[config.mk]
export PLATFORM = sky130hd
export DESIGN_NAME = fifo_sync_param
export DESIGN_NICKNAME = d
export VERILOG_FILES = /design/src/rtl/fifo_pkg.sv /design/src/rtl/fifo_mem_dp.sv /design/src/rtl/fifo_sync_param.sv
export SDC_FILE = /design/constraint.sdc
export NUM_CORES = 1
export LEC_CHECK = 0
export CORE_UTILIZATION = 51
export CTS_CLUSTER_DIAMETER = 80
export DETAILED_ROUTE_END_ITERATION = 10
export MAX_ROUTING_LAYER = met4
export PLACE_DENSITY = 0.71
export SLEW_MARGIN = 20
export SYNTH_ARGS = -nofsm -noshare
export SYNTH_HDL_FRONTEND = slang
export SYNTH_HIERARCHICAL = 1
export SYNTH_SLANG_ARGS = --single-unit
export TNS_END_PERCENT = 30
[constraint.sdc]
create_clock -name clk -period 3.4 [get_ports clk]
set_input_delay 0.85 -clock clk [delete_from_list [all_inputs] [get_ports clk]]
set_output_delay 0.85 -clock clk [all_outputs]
set_load 0.02 [all_outputs]
[src/rtl/fifo_pkg.sv]
// Shared helpers for the parametrised synchronous FIFO: sizing functions,
// a parameter sanity helper and the reset value of the read data port.
package fifo_pkg;

  // Ceiling log2, usable in constant expressions (value 1 gives 0).
  function automatic int clog2(input int value);
    int r;
    int v;
    r = 0;
    v = value - 1;
    while (v > 0) begin
      r = r + 1;
      v = v >> 1;
    end
    return r;
  endfunction

  // Pointer width: index bits plus one wrap bit.
  function automatic int ptr_w(input int depth);
    return clog2(depth) + 1;
  endfunction

  // Occupancy counter width: must represent 0..depth inclusive.
  function automatic int cnt_w(input int depth);
    return clog2(depth) + 1;
  endfunction

  // True for powers of two that are at least 2.
  function automatic logic is_pow2(input int v);
    return (v >= 2) && ((v & (v - 1)) == 0);
  endfunction

  // Every bit of data_out takes this value on reset.
  localparam logic DOUT_RST_BIT = 1'b0;

endpackage

[src/rtl/fifo_mem_dp.sv]
// FIFO storage: register array with one synchronous write port and one
// asynchronous read port. Contents are intentionally not reset.
module fifo_mem_dp #(
  parameter int DATA_WIDTH = 8,
  parameter int DEPTH      = 16,
  parameter int ADDR_W     = 4
) (
  input  logic                  clk,
  input  logic                  we,
  input  logic [ADDR_W-1:0]     waddr,
  input  logic [DATA_WIDTH-1:0] wdata,
  input  logic [ADDR_W-1:0]     raddr,
  output logic [DATA_WIDTH-1:0] rdata
);

  logic [DATA_WIDTH-1:0] mem [DEPTH];

  // Store the write word at the write index on an accepted write.
  always_ff @(posedge clk) begin
    if (we) begin
      mem[waddr] <= wdata;
    end
  end

  assign rdata = mem[raddr];

endmodule

[src/rtl/fifo_sync_param.sv]
// Parametrised single-clock FIFO with occupancy count, programmable
// almost-full/almost-empty flags, sticky overflow/underflow, synchronous
// flush and an optional first-word-fall-through read path.
//
// Handshake: a write is taken on a rising edge when wr=1 and the FIFO is
// not full, or is full but a read is taken on the same edge. A read is
// taken when rd=1 and the FIFO is not empty. A request that is not taken
// has no effect on contents or count and only sets its sticky error flag.
// clear wins over wr/rd; rst wins over everything.
module fifo_sync_param
  import fifo_pkg::*;
#(
  parameter int DATA_WIDTH    = 8,
  parameter int DEPTH         = 16,
  parameter int AFULL_THRESH  = DEPTH - 2,
  parameter int AEMPTY_THRESH = 2,
  parameter int FWFT          = 0
) (
  input  logic                      clk,
  input  logic                      rst,
  input  logic                      clear,
  input  logic                      wr,
  input  logic [DATA_WIDTH-1:0]     data_in,
  input  logic                      rd,
  output logic [DATA_WIDTH-1:0]     data_out,
  output logic                      empty,
  output logic                      full,
  output logic                      almost_empty,
  output logic                      almost_full,
  output logic [cnt_w(DEPTH)-1:0]   count,
  output logic                      overflow,
  output logic                      underflow
);

  localparam int PTR_W = ptr_w(DEPTH);
  localparam int CNT_W = cnt_w(DEPTH);
  localparam int IDX_W = PTR_W - 1;

  localparam logic [CNT_W-1:0] DEPTH_C = CNT_W'(DEPTH);
  localparam logic [CNT_W-1:0] AF_C    = CNT_W'(AFULL_THRESH);
  localparam logic [CNT_W-1:0] AE_C    = CNT_W'(AEMPTY_THRESH);
  localparam logic [CNT_W-1:0] CNT_ONE = CNT_W'(1);
  localparam logic [PTR_W-1:0] PTR_ONE = PTR_W'(1);
  localparam logic [DATA_WIDTH-1:0] DOUT_RST = {DATA_WIDTH{DOUT_RST_BIT}};

  // Reject illegal configurations at elaboration.
  generate
    if (!is_pow2(DEPTH)) begin : g_bad_depth
      $error("fifo_sync_param: DEPTH=%0d must be a power of 2 and >= 2", DEPTH);
    end
    if ((AFULL_THRESH < 0) || (AFULL_THRESH > DEPTH)) begin : g_bad_afull
      $error("fifo_sync_param: AFULL_THRESH=%0d outside 0..DEPTH", AFULL_THRESH);
    end
    if ((AEMPTY_THRESH < 0) || (AEMPTY_THRESH > DEPTH)) begin : g_bad_aempty
      $error("fifo_sync_param: AEMPTY_THRESH=%0d outside 0..DEPTH", AEMPTY_THRESH);
    end
  endgenerate

  logic [PTR_W-1:0]      wr_ptr;
  logic [PTR_W-1:0]      rd_ptr;
  logic [CNT_W-1:0]      cnt_q;
  logic [CNT_W-1:0]      cnt_nxt;
  logic                  wr_ok;
  logic                  rd_ok;
  logic                  empty_q;
  logic                  full_q;
  logic                  aempty_q;
  logic                  afull_q;
  logic                  ovf_q;
  logic                  unf_q;
  logic [DATA_WIDTH-1:0] mem_rdata;

  // Accept decisions and next-state occupancy; a full FIFO can still take
  // a write when the same edge pops a word.
  always_comb begin
    rd_ok   = rd && !empty_q;
    wr_ok   = wr && (!full_q || rd_ok);
    cnt_nxt = cnt_q;
    if (clear) begin
      cnt_nxt = '0;
    end else if (wr_ok && !rd_ok) begin
      cnt_nxt = cnt_q + CNT_ONE;
    end else if (rd_ok && !wr_ok) begin
      cnt_nxt = cnt_q - CNT_ONE;
    end
  end

  // Pointers, count and registered flags; flags follow the next count so
  // they line up with count in the cycle after the edge.
  always_ff @(posedge clk or negedge rst) begin
    if (!rst) begin
      wr_ptr   <= '0;
      rd_ptr   <= '0;
      cnt_q    <= '0;
      empty_q  <= 1'b1;
      full_q   <= 1'b0;
      aempty_q <= 1'b1;
      afull_q  <= 1'b0;
      ovf_q    <= 1'b0;
      unf_q    <= 1'b0;
    end else if (clear) begin
      wr_ptr   <= '0;
      rd_ptr   <= '0;
      cnt_q    <= '0;
      empty_q  <= 1'b1;
      full_q   <= 1'b0;
      aempty_q <= 1'b1;
      afull_q  <= 1'b0;
      ovf_q    <= 1'b0;
      unf_q    <= 1'b0;
    end else begin
      if (wr_ok) begin
        wr_ptr <= wr_ptr + PTR_ONE;
      end
      if (rd_ok) begin
        rd_ptr <= rd_ptr + PTR_ONE;
      end
      cnt_q    <= cnt_nxt;
      empty_q  <= (cnt_nxt == '0);
      full_q   <= (cnt_nxt == DEPTH_C);
      aempty_q <= (cnt_nxt <= AE_C);
      afull_q  <= (cnt_nxt >= AF_C);
      if (wr && !wr_ok) begin
        ovf_q <= 1'b1;
      end
      if (rd && empty_q) begin
        unf_q <= 1'b1;
      end
    end
  end

  fifo_mem_dp #(
    .DATA_WIDTH (DATA_WIDTH),
    .DEPTH      (DEPTH),
    .ADDR_W     (IDX_W)
  ) u_mem (
    .clk   (clk),
    .we    (wr_ok && !clear),
    .waddr (wr_ptr[IDX_W-1:0]),
    .wdata (data_in),
    .raddr (rd_ptr[IDX_W-1:0]),
    .rdata (mem_rdata)
  );

  generate
    if (FWFT != 0) begin : g_fwft
      // Head word is presented directly; the reset value is shown while empty.
      assign data_out = empty_q ? DOUT_RST : mem_rdata;
    end else begin : g_reg
      logic [DATA_WIDTH-1:0] dout_q;
      // Capture the head word on an accepted read, hold it otherwise.
      always_ff @(posedge clk or negedge rst) begin
        if (!rst) begin
          dout_q <= DOUT_RST;
        end else if (!clear && rd_ok) begin
          dout_q <= mem_rdata;
        end
      end
      assign data_out = dout_q;
    end
  endgenerate

  assign empty        = empty_q;
  assign full         = full_q;
  assign almost_empty = aempty_q;
  assign almost_full  = afull_q;
  assign count        = cnt_q;
  assign overflow     = ovf_q;
  assign underflow    = unf_q;

endmodule

==> results of run 1 <==
kinds of logic (layout without fill, tap and decap cells):
group                    after synthesis  count (layout)
AO/OA/AOI/OAI                         32              32
adder cells (fa/ha/maj)                4               4
XOR/XNOR                               9               9
AND/OR/NAND/NOR                       78              78
buffers and inverters                 20              90
multiplexers                          43              43
flip-flops                           155             155
area by class of cell:
cell class | instances | area share [%]
clock buffer | 21 | 6.20
clock inverter | 11 | 0.943
inverter | 5 | 0.253
multi-input combinational | 166 | 22.3
sequential | 155 | 60.9
tap | 168 | 2.83
timing repair buffer | 53 | 6.57
synthesized netlist by cell type, types with 3 or more instances:
cell type	count
a21oi_1	3
a22oi_1	16
a31oi_1	4
buf_2	4
buf_6	4
clkdlybuf4s25_2	3
dfrtp_1	25
edfxtp_1	128
ha_1	4
inv_1	5
mux2_2	8
mux4_1	14
mux4_2	18
nand2_1	15
nand2b_1	3
nand3_1	4
nor2_1	30
nor2b_1	4
nor3_1	4
xnor2_1	5
xor2_1	4
worst max-delay path: stages:
cell and delay, ns:
clkdlybuf4s50_1 0.60, a21boi_1 0.24, nor2b_1 0.31, or3b_2 0.54, nor3_1 0.18, buf_4 0.21
registers in the layout, indices dropped and copies added, names as in the netlist:
register and flops:
almost_empty 1, almost_full 1, count 5, data_out 8, empty 1, full 1, overflow 1, rd_ptr 4
u_mem/mem 128, underflow 1, wr_ptr 4
power breakdown:
| part | internal (mW) | leakage [nW] | switching, mW | total (mW) |
|---|---|---|---|---|
| logic | 0.457 | 0.788 | 0.439 | 0.897 |
| registers | 2.17 | 1.50 | 0.100 | 2.27 |
| clock network | 0.967 | 0.272 | 0.725 | 1.69 |
| total | 3.59 | 2.56 | 1.26 | 4.86 |
worst paths after layout:
path,cells past startpoint,startpoint,end,slack (ns)
hold reg to reg,1,data_out[0],data_out[0],0.51
setup / recovery,6,wr,u_mem/mem[0][3],0.61
hold / removal,1,data_out[0],data_out[0],0.51
max in group asynchronous,2,rst,almost_empty,2.29
setup reg to reg,5,rd_ptr[0],data_out[3],1.08
min in group asynchronous,2,rst,data_out[6],0.81
layer usage:
layer | part of all wire, % | up-vias
met2 | 49 | 94
met5 | 0 | -
met3 | 6.7 | 9
li1 | - | 1476
met1 | 43 | 1704
met4 | 0.93 | 0
per-stage QoR:
stage / hold slack (ns) / setup WS, ns / utilization [%] / cell area (um2)
floorplan: 0.546 / 0.284 / - / 6320
global placement: 0.491 / 0.314 / 57.2 / 6900
detailed placement: 0.487 / 0.196 / 57.2 / 6900
CTS: 0.508 / 0.625 / 61.6 / 7430
global route: 0.527 / 0.528 / 61.6 / 7430
finish: 0.506 / 0.608 / 61.6 / 7430
cells in the final DEF (no fill, tap or decap), types with 3 or more instances in the layout:
| cell | instances |
|---|---|
| a22oi_1 | 16 |
| mux4_1 | 14 |
| a31oi_1 | 4 |
| dfrtp_1 | 24 |
| nand2_1 | 15 |
| clkinv_4 | 3 |
| mux4_2 | 18 |
| clkdlybuf4s50_1 | 31 |
| nand3_1 | 4 |
| clkbuf_16 | 17 |
| a21oi_1 | 3 |
| nor2b_1 | 4 |
| xnor2_1 | 5 |
| nor3_1 | 4 |
| buf_4 | 21 |
| ha_1 | 4 |
| inv_1 | 5 |
| clkinv_2 | 5 |
| inv_4 | 3 |
| nor2_1 | 30 |
| edfxtp_1 | 128 |
| xor2_1 | 4 |
| nand2b_1 | 3 |
| mux2_2 | 8 |
==> metrics.md, run 1 <==
| Metric | Value |
|---|---|
| Placed Cells | `roughly 550` |
| Die Height | `113 um` |
| Mux contribution to synthesized area | `14.2%` |
| Largest net degree at the start of global routing | `36` |
| Worst-Skew Late Latency | `around 0.42 ns` |
| Setup Total Neg Slack | `0 ns` |
| Initial DRT Pass Iterations | `4` |
| Total congestion overflow | `0` |
| XOR/XNOR Fraction of Synth Area | `1.25%` |
| Io pins | `32` |
| Std-Cell Rows | `40` |
| FF+latch count, synth | `155` |
| Synth area leader | `edfxtp_1` |
| Synth Area in Adders | `0.792%` |
| Die area | `0.0128 mm2` |
| Critical path required time | `3.53 ns` |
| Vias in the first global route | `3,421` |
| Post-synth EDFFs | `around 130` |
| Register area | `0.00452 mm2` |
| # fillers | `864` |
| Routing usage on met2 | `33.5%` |
| Rel. slew slack | `52.0%` |
| First-pass GRT wire length | `19,200 um` |
| Initial Util | `52.4%` |
| Worst slew pin tran | `0.718 ns` |
| Hold Vio Cnt, Final | `0` |
| Layout Nets | `415` |
| Htree depth | `4` |
| Post-synthesis simple-gate area fraction | `6.30%` |
| CTS clk-pin slew, worst paths | `0.06 ns` |
| Met1 Use GR | `27.2%` |
| Worst Setup Start Kind | `primary input` |
| Clk root buf | `clkbuf_16` |
| Syn Area/Cell | `~19 um2` |
| DR vias | `3,283` |
| Async SR Flop Fraction | `17.4%` |
| # Post-CTS Setup Buffers | `0` |
| Gate Count Post-Synth | `between 300 and 400` |
| Area grow syn2layout | `17.6%` |
| GRT Max-Usage Layer | `met2` |
| Fraction of layout cells with a size suffix above 1 | `between 20% and 30%` |
| Clock Tree Buf Depth | `2` |
| Crit-path max FO | `8` |
| Compound-Gate Fraction of Synth Area | `3.70%` |
| Area contributors post-synth | `edfxtp_1, dfrtp_1, mux4_2` |
| Final std cells w/o fill | `between 500 and 600` |
| CTS buffer count | `17` |
| Ratio of final minimum period to clock period | `82.1%` |
| Drt wl/cell | `21.2 um` |
| Setup CP Type | `primary input to register` |
| Yosys cell types | `48` |
| CTS sink count | `155` |
| RSZ-0062 raised after global routing | `false` |
| Worst Hold Class | `register to register` |
| Fmax | `358 MHz` |
| Top cell type's share of synthesized area | `about 61%` |
| Synth Flop Type | `edfxtp_1` |
| Die span in x | `113 um` |
| Leak Pwr | `2.56 nW` |
| N_diodes | `0` |
| Worst setup EP type | `register` |
| RePlAce Congestion | `0.781` |
| Syn. warnings | `6` |
| VDD IR-drop max | `around 0.46 mV` |
| Setup violations, final | `0` |
| Post-CTS Resized | `0` |
| Core outline area | `0.0121 mm2` |
| Crit path arrival time | `about 2.9 ns` |
| Post-Route WL | `12,300 um` |
| Slew Limit Fails | `0` |
| Vias per inst | `5.67` |
| Area of the multi-input gates | `0.00166 mm2` |
| Maximum capacitance violations | `0` |
| CTS tree | `yes` |
| Status | `finished, final reports clean` |
| Initial antenna violation count | `0` |
| Post-DP HPWL | `7700 um` |
| Seq/Total Area, Yosys | `71.6%` |
| Gr usage total | `22.2%` |
| Skew final | `0.00838 ns` |
| Met3 Use GR | `approximately 8.7%` |
| Largest family of logic cells by synthesized area | `multiplexers` |
| Post-Synthesis Net Count | `358` |
| CTS hold repair buffers | `0` |
| IO buf count | `31` |
| Antenna-violating nets left | `0` |
| Post-Syn Area | `0.00632 mm2` |
| Power Density | `654 mW/mm2` |
| Initial DRC count | `roughly 270` |
| DRC | `0` |
| Power, Total | `4.86 mW` |
| Min Tclk post-route | `around 2.8 ns` |
Power figures use the tool's default switching activity.
==> run 2: changes to the inputs <==
Settings changed: PLACE_DENSITY 0.71 to 0.74.
Clock period 3.4 ns to 2.55 ns, I/O delays scaled along.
==> run 2 against run 1 <==
Effect of this change: critical path depth up 1; first-iteration DRC count rose by 15%; utilization rose by 1.6 points; sequential share of layout area decreased by 1.6 points; largest cell class unchanged; largest power group unchanged.
==> metrics.md, run 2 (synthesis results as in run 1) <==
| Metric | Value |
|---|---|
| Status | `finished, final reports clean` |
| Max FFs per register | `128` |
| Initial antenna violation count | `0` |
| Reg-to-Reg Start | `rd_ptr[0]` |
| CTS hold repair buffers | `0` |
| Crit path arrival time | `roughly 2.5 ns` |
| Total congestion overflow | `0` |
| Worst r2r path cells | `5` |
| RSZ-0062 raised after global routing | `false` |
| Die Height | `113 um` |
| Power, Total | `7.00 mW` |
| Largest Register | `u_mem/mem` |
| VDD IR-drop max | `roughly 0.58 mV` |
| Hold Vio Cnt, Final | `0` |
| Area of the multi-input gates | `0.00166 mm2` |
| # fillers | `836` |
| Gr usage total | `22.4%` |
| Area grow syn2layout | `20.7%` |
| Die span in x | `113 um` |
| Final WS setup | `0.178 ns` |
| Clock Tree Buf Depth | `2` |
| Min Tclk post-route | `2.37 ns` |
| Layout Nets | `424` |
| # Post-CTS Setup Buffers | `0` |
| Leak Pwr | `2.65 nW` |
| Critical path required time | `2.68 ns` |
| Clk root buf | `clkbuf_16` |
| Hold path startpoint | `data_out[7]` |
| Vias in the first global route | `3,372` |
| CTS buffer count | `17` |
| IO buf count | `31` |
| Io pins | `32` |
| RePlAce Congestion | `0.803` |
| Crit-path max FO | `5` |
| Most frequent cells in the layout | `edfxtp_1, clkdlybuf4s50_1, nor2_1, buf_4, dfrtp_1` |
| CTS tree | `yes` |
| First-pass GRT wire length | `19,600 um` |
| Post-CTS Resized | `0` |
| Setup violations, final | `0` |
| Fraction of layout cells with a size suffix above 1 | `23.8%` |
| Slew Limit Fails | `0` |
| Die area | `0.0128 mm2` |
| Worst-Skew Late Latency | `0.42 ns` |
| Post-Route Utilization | `63.2%` |
| Register area | `0.00452 mm2` |
| CTS clk-pin slew, worst paths | `0.06 ns` |
| Worst Setup Start Kind | `primary input` |
| Min-Delay Path Depth | `1` |
| Worst Hold Class | `register to register` |
| Htree depth | `4` |
| Origin of the worst setup path | `rd` |
| CTS sink count | `155` |
| Core outline area | `0.0121 mm2` |
| DRC | `0` |
| Initial DRC count | `312` |
| Maximum capacitance violations | `0` |
| Setup CP Type | `primary input to register` |
| Antenna-violating nets left | `0` |
| Worst r2r dst | `data_out[5]` |
| Post-DP HPWL | `between 8000 and 9000 um` |
| Worst Setup EP | `u_mem/mem[1][2]` |
| Drt wl/cell | `~21 um` |
| Power Density | `approximately 900 mW/mm2` |
| Largest net degree at the start of global routing | `28` |
| Fmax | `422 MHz` |
| Initial Util | `52.4%` |
| Flop-to-flop setup slack | `0.34 ns` |
| Hold_ws | `0.504 ns` |
| Std-Cell Rows | `40` |
| Most common cell after layout, fill and taps aside | `edfxtp_1` |
| Worst slack, placed | `-0.250 ns` |
| Initial DRT Pass Iterations | `5` |
| Ratio of final minimum period to clock period | `between 90 and 100%` |
| Vias per inst | `5.74` |
| DR vias | `about 3,400` |
| Worst setup EP type | `register` |
| Post-Route WL | `12,500 um` |
| Skew final | `0.00615 ns` |
| N_diodes | `0` |
| Worst slew pin tran | `0.677 ns` |
| Rel. slew slack | `54.8%` |
## run 2: worst min path at each step
stage                        to  slack [ns]
global placement    data_out[6]        0.49
detailed placement    underflow        0.49
global route        data_out[0]        0.52
finish              data_out[7]        0.50
floorplan           almost_full        0.34
CTS                 data_out[7]        0.51
## run 2: final cells by class
type | count | area share [%]
Inverter | 5 | 0.246
Multi-Input combinational cell | 166 | 21.8
Timing Repair Buffer | 62 | 7.29
Clock inverter | 15 | 2.99
Clock buffer | 17 | 5.58
Sequential cell | 155 | 59.3
Tap cell | 168 | 2.76
## run 2: routing by layer
| metal | GRT usage (%) | vias to the layer above | share of wire (%) |
|---|---|---|---|
| met5 | - | - | 0 |
| met4 | 6.49 | 0 | 1.2 |
| met3 | 7.71 | 15 | 7.3 |
| met2 | 34.3 | 129 | 50 |
| met1 | 28.7 | 1732 | 41 |
| li1 | - | 1499 | - |
## run 2: where the power goes
| group | switching [mW] | leakage (nW) | internal (mW) | total, mW |
|---|---|---|---|---|
| combinational | 0.598 | 0.836 | 0.634 | 1.23 |
| clock | 0.932 | 0.317 | 1.82 | 2.75 |
| sequential | 0.132 | 1.50 | 2.89 | 3.02 |
## run 2: critical path, stage by stage
cell	delay, ns
clkdlybuf4s50_1	0.49
nand2b_1	0.08
a21boi_1	0.19
nor2b_1	0.20
or3b_2	0.52
nor2_1	0.21
buf_4	0.18
## run 2: stage by stage
step	cells	cell area [um2]	setup TNS, ns
after floorplan	341	6320	-4.20
after global placement	556	6970	-5.57
after detailed placement	556	6970	-7.67
after CTS	588	7620	0
after global routing	588	7620	0
final	588	7620	0
